--- config.mk ---
export PLATFORM = sky130hd
export DESIGN_NAME = led_trail_pwm
export DESIGN_NICKNAME = d
export VERILOG_FILES = /design/src/rtl/led_pkg.sv /design/src/rtl/led_pwm_channel.sv /design/src/rtl/led_trail_pwm.sv
export SDC_FILE = /design/constraint.sdc
export NUM_CORES = 1
export LEC_CHECK = 0
export ABC_AREA = 0
export BUFFER_PORTS_ARGS = -buffer_cell sky130_fd_sc_hd__buf_2
export CAP_MARGIN = 5
export CORE_AREA = 3 3 94 96
export DETAILED_ROUTE_END_ITERATION = 8
export DIE_AREA = 0 0 97 99
export GPL_TIMING_DRIVEN = 1
export PLACE_DENSITY = 0.71
export SLEW_MARGIN = 20
export SYNTH_ARGS = -nofsm -noshare
export SYNTH_HDL_FRONTEND = slang
export SYNTH_SLANG_ARGS = --single-unit
--- constraint.sdc ---
create_clock -name sys_clk -period 3.8 [get_ports sys_clk]
set_input_delay 0.76 -clock sys_clk [delete_from_list [all_inputs] [get_ports sys_clk]]
set_output_delay 0.76 -clock sys_clk [all_outputs]
set_load 0.005 [all_outputs]
--- src/rtl/led_pkg.sv ---
// rtl/led_pkg.sv - shared LED constants for the water-light shifter and its PWM trail stage
// Default channel count, PWM width and the shifter's one-hot start pattern.
package led_pkg;

   localparam int N_LED    = 4;
   localparam int PWM_BITS = 8;
   localparam int LED_MAX  = (1 << PWM_BITS) - 1;

   localparam logic [N_LED-1:0] LED_RESET_PATTERN = 4'b0001;

   // Full-brightness level for an arbitrary PWM width.
   function automatic int led_max(input int bits);
      return (1 << bits) - 1;
   endfunction

endpackage

--- src/rtl/led_pwm_channel.sv ---
// rtl/led_pwm_channel.sv - one LED channel: brightness level with linear decay, period-latched duty, PWM output
// Level jumps to full on led_in, fades on decay ticks; duty only changes at the period boundary.
module led_pwm_channel
   import led_pkg::*;
#(
   parameter int PWM_BITS   = led_pkg::PWM_BITS,
   parameter int DECAY_STEP = 8
) (
   input  logic                sys_clk,
   input  logic                sys_rst,
   input  logic                en,
   input  logic                led_in,
   input  logic                decay_tick,
   input  logic [PWM_BITS-1:0] pwm_cnt,
   output logic                led_out
);

   localparam logic [PWM_BITS-1:0] MAX  = PWM_BITS'(led_max(PWM_BITS));
   localparam logic [PWM_BITS-1:0] STEP = PWM_BITS'(DECAY_STEP);

   logic [PWM_BITS-1:0] level_q, level_d;
   logic [PWM_BITS-1:0] duty_q, duty_d;
   logic                led_out_q, led_out_d;

   always_comb begin
      level_d   = level_q;
      duty_d    = duty_q;
      led_out_d = 1'b0;
      if (!en) begin
         level_d = '0;
         duty_d  = '0;
      end else begin
         if (led_in) begin
            level_d = MAX;
         end else if (decay_tick) begin
            // Saturate at dark so a fading LED never wraps back to bright.
            level_d = (level_q >= STEP) ? level_q - STEP : '0;
         end
         if (pwm_cnt == MAX) begin
            duty_d = level_q;
         end
         // Full duty is forced high so a lit LED has no one-cycle gap per period.
         led_out_d = (duty_q == MAX) ? 1'b1 : (pwm_cnt < duty_q);
      end
   end

   always_ff @(posedge sys_clk or posedge sys_rst) begin
      if (sys_rst) begin
         level_q   <= '0;
         duty_q    <= '0;
         led_out_q <= 1'b0;
      end else begin
         level_q   <= level_d;
         duty_q    <= duty_d;
         led_out_q <= led_out_d;
      end
   end

   assign led_out = led_out_q;

endmodule

--- src/rtl/led_trail_pwm.sv ---
// rtl/led_trail_pwm.sv - PWM comet-trail driver between the LED shifter and the LED pins
// Shared PWM period counter, decay-tick divider and sync probe; one channel per LED.
module led_trail_pwm #(
   parameter int N_LED      = led_pkg::N_LED,
   parameter int PWM_BITS   = led_pkg::PWM_BITS,
   parameter int DECAY_DIV  = 195312,
   parameter int DECAY_STEP = 8
) (
   input  logic             sys_clk,
   input  logic             sys_rst,
   input  logic             en,
   input  logic [N_LED-1:0] led_in,
   output logic [N_LED-1:0] led_out,
   output logic             pwm_sync
);

   localparam int                DC_W     = (DECAY_DIV > 1) ? $clog2(DECAY_DIV) : 1;
   localparam logic [DC_W-1:0]   DIV_LAST = DC_W'(DECAY_DIV - 1);

   logic [PWM_BITS-1:0] pwm_cnt_q, pwm_cnt_d;
   logic [DC_W-1:0]     decay_cnt_q, decay_cnt_d;
   logic                pwm_sync_q, pwm_sync_d;
   logic                decay_tick;

   assign decay_tick = (decay_cnt_q == DIV_LAST);

   always_comb begin
      pwm_cnt_d   = '0;
      decay_cnt_d = '0;
      pwm_sync_d  = 1'b0;
      if (en) begin
         // The PWM counter wraps naturally at 2**PWM_BITS.
         pwm_cnt_d   = pwm_cnt_q + 1'b1;
         decay_cnt_d = decay_tick ? '0 : decay_cnt_q + 1'b1;
         pwm_sync_d  = (pwm_cnt_q == '0);
      end
   end

   always_ff @(posedge sys_clk or posedge sys_rst) begin
      if (sys_rst) begin
         pwm_cnt_q   <= '0;
         decay_cnt_q <= '0;
         pwm_sync_q  <= 1'b0;
      end else begin
         pwm_cnt_q   <= pwm_cnt_d;
         decay_cnt_q <= decay_cnt_d;
         pwm_sync_q  <= pwm_sync_d;
      end
   end

   assign pwm_sync = pwm_sync_q;

   for (genvar i = 0; i < N_LED; i++) begin : g_chan
      led_pwm_channel #(
         .PWM_BITS   (PWM_BITS),
         .DECAY_STEP (DECAY_STEP)
      ) u_chan (
         .sys_clk    (sys_clk),
         .sys_rst    (sys_rst),
         .en         (en),
         .led_in     (led_in[i]),
         .decay_tick (decay_tick),
         .pwm_cnt    (pwm_cnt_q),
         .led_out    (led_out[i])
      );
   end

endmodule

# Yosys cells after proc, flatten, opt, wreduce, memory -nomap -nowiden
# Index checks and enable logic that the tools add are counted.
# word_totals
ff_bits	95
latch_bits	0
mem_bits_rw	0
mem_bits_ro	0
wordCells	77
memories	0
# op_classes
add_sub_neg	6
multipliers	0
n_div	0
magnitude_cmp	8
n_eq_ne	11
shifts	0
muxes	36
n_bitwise	0
reduce_logical	1
# ops
cell	count
8-bit two-way mux	25
8-bit equality test, second input constant	5
18-bit two-way mux	2
8-bit by 4-bit greater-or-equal comparator with 1-bit output, second input constant	4
8-bit less-than comparator	4
8-bit by 4-bit subtractor with 8-bit output, second input constant	4
18-bit by 1-bit adder with 18-bit output, second input constant	1
18-bit equality test, second input constant	1
3-bit by 1-bit inequality test with 1-bit output, second input constant	4
1-bit two-way mux	9
8-bit by 1-bit adder with 8-bit output, second input constant	1
8-bit zero test	1
2-bit by 1-bit inequality test with 1-bit output, second input constant	1

# Logic depth before layout (Yosys ltp)
# Gate-level depths: netlist (run 1).
# depth
word_depth	5
mapped_depth	8

# Cells and area by module
# A second synthesis (run 1) with hierarchy kept.
# unflattened
cells_unflattened	456
hier_area_um2	4556.9
# by_module_without_submodules
module	instances	cells_each	area_each_um2
led_pwm_channel	4	81	794.5
led_trail_pwm	1	132	1378.8

# Worst setup path after synthesis (run 1)
# OpenSTA, ideal clock, no wires.
# synth_path
kind	reg2reg
startpoint	reg pwm_cnt_q[1]
endpoint	reg g_chan[0].u_chan.duty_q[6]
arrival_time_ns	1.690
required_ns	3.722
slack_ns	2.032
stages_incl_launch_ff	9
path_buffers	2
period_less_slack_ns	1.768
path_cell_list	dfrtp_1 > ha_1 > nand3_1 > nor2_1 > and3_1 > clkbuf_1 > clkbuf_1 > nand2_1 > a21oi_1
# synth_between
elab_chain_cells	2
# synth_lines
item	line_no	rtl
from (decl)	led_trail_pwm.sv:20	logic [PWM_BITS-1:0] pwm_cnt_q, pwm_cnt_d;
from (signal assigned)	led_trail_pwm.sv:45	pwm_cnt_q <= pwm_cnt_d;
8-bit equality test	led_pwm_channel.sv:39	if (pwm_cnt == MAX) begin
2-bit by 1-bit inequality test with 1-bit output (no source line)	-	
to (signal assigned)	led_pwm_channel.sv:54	duty_q <= duty_d;
to (decl)	led_pwm_channel.sv:22	logic [PWM_BITS-1:0] duty_q, duty_d;
# Every way passes these cells.
# A chain may end at the register's enable or synchronous reset.

# Worst setup path after layout (run 1)
# layout_path
startpoint	reg decay_cnt_q[8]
endpoint	reg decay_cnt_q[7]
# layout_between
elab_chain_cells	3
# layout_lines
item	line_no	rtl
from (decl)	led_trail_pwm.sv:21	logic [DC_W-1:0] decay_cnt_q, decay_cnt_d;
from (signal assigned)	led_trail_pwm.sv:46	decay_cnt_q <= decay_cnt_d;
18-bit equality test	led_trail_pwm.sv:25	assign decay_tick = (decay_cnt_q == DIV_LAST);
18-bit two-way mux	led_trail_pwm.sv:34	decay_cnt_d = decay_tick ? '0 : decay_cnt_q + 1'b1;
18-bit two-way mux	led_trail_pwm.sv:31	if (en) begin
net decay_cnt_d[7]	led_trail_pwm.sv:21	
# The timed path passes the listed nets, and every way through them passes these cells.

==> results of run 1 <==
## worst max-delay path, delay by kind of cell (launching register included)
kind             cells  cell delay [ps]
DFF                  1              480
and+or+nand+nor      5             1690
## metrics by stage
stage | setup WS, ps | power (mW)
after floorplan | 1020 | 1.01
after global placement | 1480 | 1.05
after detailed placement | 1450 | 1.05
after CTS | 1470 | 1.63
after global routing | 1270 | 1.70
final | 1490 | 1.62
## registers in the layout, indices dropped and copies added, names as in the netlist
| register | flops |
|---|---|
| decay_cnt_q | 18 |
| g_chan.u_chan.duty_q | 24 |
| g_chan.u_chan.led_out | 4 |
| g_chan.u_chan.level_q | 24 |
| pwm_cnt_q | 8 |
| pwm_sync | 1 |
## metal layers
layer  track usage  vias up
li1              -     1698
met1         0.269     1636
met2         0.309       47
met3        0.0474       11
met4        0.0497        0
met5             0        -
## cell usage after synthesis (10+ instances only)
cell type  instances
nor3_1            18
nor2_1            50
o21ai_0           10
ha_1              35
a21oi_1           37
inv_1             42
nand2_1           64
xor2_1            10
xnor2_1           12
nand4_1           16
dfrtp_1           79
nand3_1           12
## worst max path at each step
stage                         startpoint                        to  slack, ps  cells after the start
after global placement                en  g_chan[0].u_chan.led_out       1480                      4
after global routing      decay_cnt_q[8]            decay_cnt_q[6]       1270                      5
final                     decay_cnt_q[8]            decay_cnt_q[7]       1490                      5
after floorplan                  sys_rst            decay_cnt_q[0]       1020                      1
after CTS                 decay_cnt_q[8]            decay_cnt_q[7]       1470                      5
after detailed placement              en  g_chan[0].u_chan.led_out       1450                      4
## cells by family (layout without fill, tap and decap cells)
group | Yosys count | after routing | share of synthesized area
DFF | 79 | 79 | 0.445
buffers and inverters | 62 | 71 | 0.0594
and+or+nand+nor | 201 | 201 | 0.227
muxes | 4 | 4 | 0.00901
adders and majority gates | 35 | 35 | 0.0985
AOI/OAI and AO/OA | 84 | 84 | 0.118
xor gates and xnor gates | 22 | 22 | 0.0433
## layout make-up
| cell class | instances | area, µm² | area share |
|---|---|---|---|
| clock buffer | 12 | 165 | 0.0349 |
| clock inverter | 3 | 17.5 | 0.00370 |
| inverter | 42 | 159 | 0.0336 |
| multi-input combinational | 346 | 2200 | 0.466 |
| sequential | 79 | 1980 | 0.418 |
| tap | 105 | 131 | 0.0278 |
| timing repair buffer | 14 | 77.6 | 0.0164 |
## power groups by stage
stage	clock, mW	combinational (mW)	sequential [mW]
finish	0.585	0.136	0.899
global route	0.639	0.159	0.904
floorplan	0	0.107	0.905
CTS	0.596	0.138	0.898
detailed placement	0	0.138	0.915
global placement	0	0.133	0.913
==> summary.md, run 1 <==
| Metric | Value |
|---|---|
| First-pass GRT wire length | 15300 µm |
| RR Startpoint | decay_cnt_q[8] |
| Switching Share | 0.256 |
| Fraction of registers with async set/reset | 1.00 |
| Metal2 WL | 4210 µm |
| Switching power | 0.415 mW |
| Worst hold-check path type | reg -> reg |
| Final hold violation count | 0 |
| Final period utilization | 0.608 |
| Fin cells | 601 |
| RD Place Congestion | 0.850 |
| Number of global-route vias before repair | 3248 |
| Crit path kind | reg -> reg |
| Die Y | 99 µm |
| Worst R2R Path Depth | 5 |
| Core Box Area | 0.00813 mm² |
| Flop pwr share | 0.555 |
| Crit-path slowest cell | nand2_1 |
| Synthesis warning total | 0 |
| Final Util | 0.582 |
| Hold WS | 519 ps |
| Cell area after layout | 0.00473 mm² |
| Share of layout cells above drive strength 1 | 0.0706 |
| Peak Freq | 0.433 GHz |
| Post-cts resize count | 0 |
| Initial Util | 0.547 |
| Slew Limit Fails | 0 |
| Skew-Pair Late Insertion Delay | 360 ps |
| Max incr delay on CP | 550 ps |
| Clock network power share | 0.361 |
| Most common cell after layout, fill and taps aside | dfrtp_1 |
| Primary FF master, synth | dfrtp_1 |
| Worst Tran Pin Value | 909 ps |
| H-tree Lvls | 3 |
| Total CTS buffers | 9 |
| Num rows | 33 |
| Wire per inst | 14.9 µm |
| I/O Buffers | 11 |
| # diodes | 0 |
| Gr usage total | 0.194 |
| Most frequent cells in the layout | 79 x dfrtp_1, 64 x nand2_1, 50 x nor2_1, 41 x inv_1, 37 x a21oi_1 |
| Hpwl dp | 6340 µm |
| # clock sinks | 79 |
| Vias | 3392 |
| Synth top area cells | dfrtp_1 44%, ha_1 9.9%, nand2_1 5.4% |
| Post-CTS Setup Bufs | 0 |
| DRC Markers | 0 |
| Share of the synthesized area in the top cell type | 0.445 |
| Dpl cell area | 0.00455 mm² |
| Hold Crit Depth | 1 |
| Fill cells | 719 |
| Worst hold start | decay_cnt_q[0] |
| Initial DRC Count | 185 |
| Most frequent cell on the critical path | nand2_1 |
| Placed Cells | 586 |
| Synth Net Count | 529 |
| Total Routed Length | 8930 µm |
| Total of max-cap violations | 0 |
| Status | finished, final reports clean |
| Pin count of the biggest net entering global routing | 53 |
| Routed metal-1 wirelength | 4330 µm |
| Yosys reg bits | 79 |
| Crit. End Element | flop |
| Reg clk slew, reported paths | 80 ps |
| CTS tree | done |
| Pwr dens | 342 mW/mm² |
| Cell variety after synth | 50 |
| Met3 WL | 299 µm |
| Critical Path, Cell by Cell | nand4bb_1 > nor4_2 > nand2_1 > nand2_1 > nor2_1 |
| Via density per instance | 5.64 |
| Avg Inst Size Synth | 9.13 µm² |
| # setup viols final | 0 |
| Max Clock Skew | 8.33 ps |
| Nets | 534 |
| Setup TNS | 0 ps |
| Top Layer Used | met4 |
| I/O pins | 12 |
| # hold bufs at CTS | 0 |
| Final ANT Viol Nets | 0 |
| Die Width | 97 µm |
| Startpoint Class | flop |
| GRT overflow | 0 |
| Root buffer cell | clkbuf_8 |
| Synthesized instance count | 487 |
| CP arrival | 2530 ps |
| Worst hold path endpoint | decay_cnt_q[0] |
| Synthesized area | 0.00445 mm² |
| Worst reg-to-reg setup slack | 1490 ps |
| R2r endpoint | decay_cnt_q[7] |
| Register area share after synthesis | 0.445 |
| Largest fanout on the critical path | 16 |
| EDFF count, synth | 0 |
| Largest area contributor in the netlist | dfrtp_1 |
| CTS Buffer Depth | 2 |
| Max_slew headroom | 0.394 |
| Initial antenna violation count | 0 |
| Final Critical Period | 2310 ps |
| Worst vdd ir | 0.190 mV |
| Required @ worst endpoint | 4020 ps |
| Logic gate share of total power | 0.084 |
| Die area | 0.00960 mm² |
| Pre-Repair DR Iteration Count | 5 |
| Area Overhead vs Synth | 6.45% |
| Pint | 1.20 mW |
| Unrepaired setup endpoints after global routing | false |
| P_leak | 2.08 nW |
(Power assumes the default switching activity.)
==> run 2: changes to the inputs <==
- PLACE_DENSITY: 0.71 -> 0.74
- clock period: 3.8 -> 2.1 ns (I/O delays scaled with it)
==> run 2 against run 1 <==
Effect of this change:
- routed wire length rose by 2.0%
- count of clock-buffer cells in the layout did not move
- register-to-register slack got worse by 1300 ps
- first-iteration DRC count fell by 15%
- non-clock buffer count rose by 6
- critical path type unchanged
==> summary.md, run 2 (same netlist as run 1, synthesis figures left out) <==
| Metric | Value |
|---|---|
| Status | finished, final reports clean |
| CP delay by family, top | simple AND/OR/NAND/NOR gates |
| Startpoint Class | flop |
| Final Critical Period | 1900 ps |
| Initial antenna violation count | 0 |
| Largest fanout on the critical path | 8 |
| DRC Markers | 0 |
| Crit path depth | 6 |
| Die Y | 99 µm |
| # setup viols final | 0 |
| Post-CTS Setup Bufs | 0 |
| Bufs and invs on worst path | 0 |
| Cell area after layout | 0.00487 mm² |
| Dpl cell area | 0.00462 mm² |
| Most common cell after layout, fill and taps aside | dfrtp_1 |
| Nets | 540 |
| Area Overhead vs Synth | 9.57% |
| Initial DRC Count | 157 |
| Total CTS buffers | 9 |
| Total Routed Length | 9110 µm |
| Worst Tran Pin Value | 482 ps |
| Vias | 3492 |
| # clock sinks | 79 |
| Number of global-route vias before repair | 3327 |
| Setup TNS | 0 ps |
| Pre-Repair DR Iteration Count | 5 |
| I/O Buffers | 11 |
| Critical Path, Cell by Cell | ha_1 > nand4_1 > nor2_8 > nand2_4 > or4_1 > a31oi_1 |
| Required @ worst endpoint | 2370 ps |
| Core Box Area | 0.00813 mm² |
| Biggest regs | g_chan.u_chan.duty_q: 24 flops, g_chan.u_chan.level_q: 24 flops, decay_cnt_q: 18 flops |
| Num rows | 33 |
| GRT overflow | 0 |
| Die area | 0.00960 mm² |
| P_leak | 2.15 nW |
| I/O pins | 12 |
| Pwr dens | 668 mW/mm² |
| Tot Pwr | 3.25 mW |
| Max Clock Skew | 7.41 ps |
| Worst hold-check path type | in -> async |
| Pin count of the biggest net entering global routing | 66 |
| Slew Limit Fails | 0 |
| Most frequent cells in the layout | 79 x dfrtp_1, 63 x nand2_1, 50 x nor2_1, 41 x inv_1, 37 x a21oi_1 |
| Worst vdd ir | 0.411 mV |
| Reg clk slew, reported paths | 70 ps |
| Final period utilization | 0.904 |
| Unrepaired setup endpoints after global routing | false |
| First-pass GRT wire length | 15900 µm |
| Peak Freq | 0.527 GHz |
| Fin cells | 607 |
| Initial Util | 0.547 |
| Max_slew headroom | 0.678 |
| Hold WS | 46.5 ps |
| Wire per inst | 15.0 µm |
| Crit path kind | reg -> reg |
| Root buffer cell | clkbuf_8 |
| Final ANT Viol Nets | 0 |
| Placed Cells | 592 |
| CTS Buffer Depth | 2 |
| Max incr delay on CP | 470 ps |
| Skew-Pair Late Insertion Delay | 340 ps |
| Hpwl dp | 6330 µm |
| H-tree Lvls | 3 |
| RD Place Congestion | 0.793 |
| Worst R2R Path Depth | 6 |
| Gr usage total | 0.200 |
| CTS tree | done |
| Via density per instance | 5.75 |
| Final hold violation count | 0 |
| Crit-path slowest cell | or4_1 |
| # diodes | 0 |
| CP arrival | 2160 ps |
| Share of layout cells above drive strength 1 | 0.0837 |
| Total of max-cap violations | 0 |
| Die Width | 97 µm |
| Crit. End Element | flop |
## run 2: changes by cell type in the layout (fill, tap and decap cells not counted), moves of 2 or more
cell,before,now
bufinv_16,0,3
buf_12,0,2
clkinv_2,3,0
buf_4,3,7
## run 2: where the power goes
group | total [mW] | leakage, nW | internal (mW) | switching [mW]
Clock | 1.37 | 0.123 | 0.849 | 0.522
Sequential | 1.63 | 1.06 | 1.57 | 0.0555
Combinational | 0.257 | 0.963 | 0.100 | 0.156
Total | 3.25 | 2.15 | 2.52 | 0.733
## run 2: routing by layer
metal	track usage	vias to the layer above	share of wire
li1	-	1712	-
met1	0.277	1688	0.47
met2	0.320	72	0.47
met3	0.0248	20	0.036
met4	0.0875	0	0.023
met5	0	-	0
## run 2: worst reg2reg max path: stages, from the launching register on
cell and delay, ps:
dfrtp_1 410, ha_1 250, nand4_1 230, nor2_8 210, nand2_4 90, or4_1 470
a31oi_1 160
## run 2: what timing repair did
item / CTS / global route
hold buffers: 0 / 0
resized for setup: 0 / 2
setup endpoints to repair: 0 / 25
## run 2: layout make-up
cell class	count	area, µm²
Sequential cell	79	1980
Fill cell	696	3260
Multi-Input combinational cell	346	2210
Inverter	42	161
Timing Repair Buffer	20	148
Clock buffer	12	155
Tap cell	105	131
Clock inverter	3	90.1
## run 2: path summary, 6_finish.rpt
kind | startpoint | end | slack, ps
max | decay_cnt_q[0] | g_chan[1].u_chan.level_q[6] | 200
min | sys_rst | g_chan[1].u_chan.duty_q[6] | 50
max reg2reg | decay_cnt_q[0] | g_chan[1].u_chan.level_q[6] | 200
min reg2reg | decay_cnt_q[0] | decay_cnt_q[0] | 520
max in group asynchronous | sys_rst | g_chan[0].u_chan.level_q[3] | 1430
min in group sys_clk | led_in[3] | g_chan[3].u_chan.level_q[5] | 400
## run 2: metrics by stage
stage,utilization,worst slack (ps)
2_1_floorplan,-,332
3_3_place_gp,0.568,188
3_5_place_dp,0.568,80.0
4_1_cts,0.598,49.7
5_1_grt,0.599,7.52
6_report,0.599,202
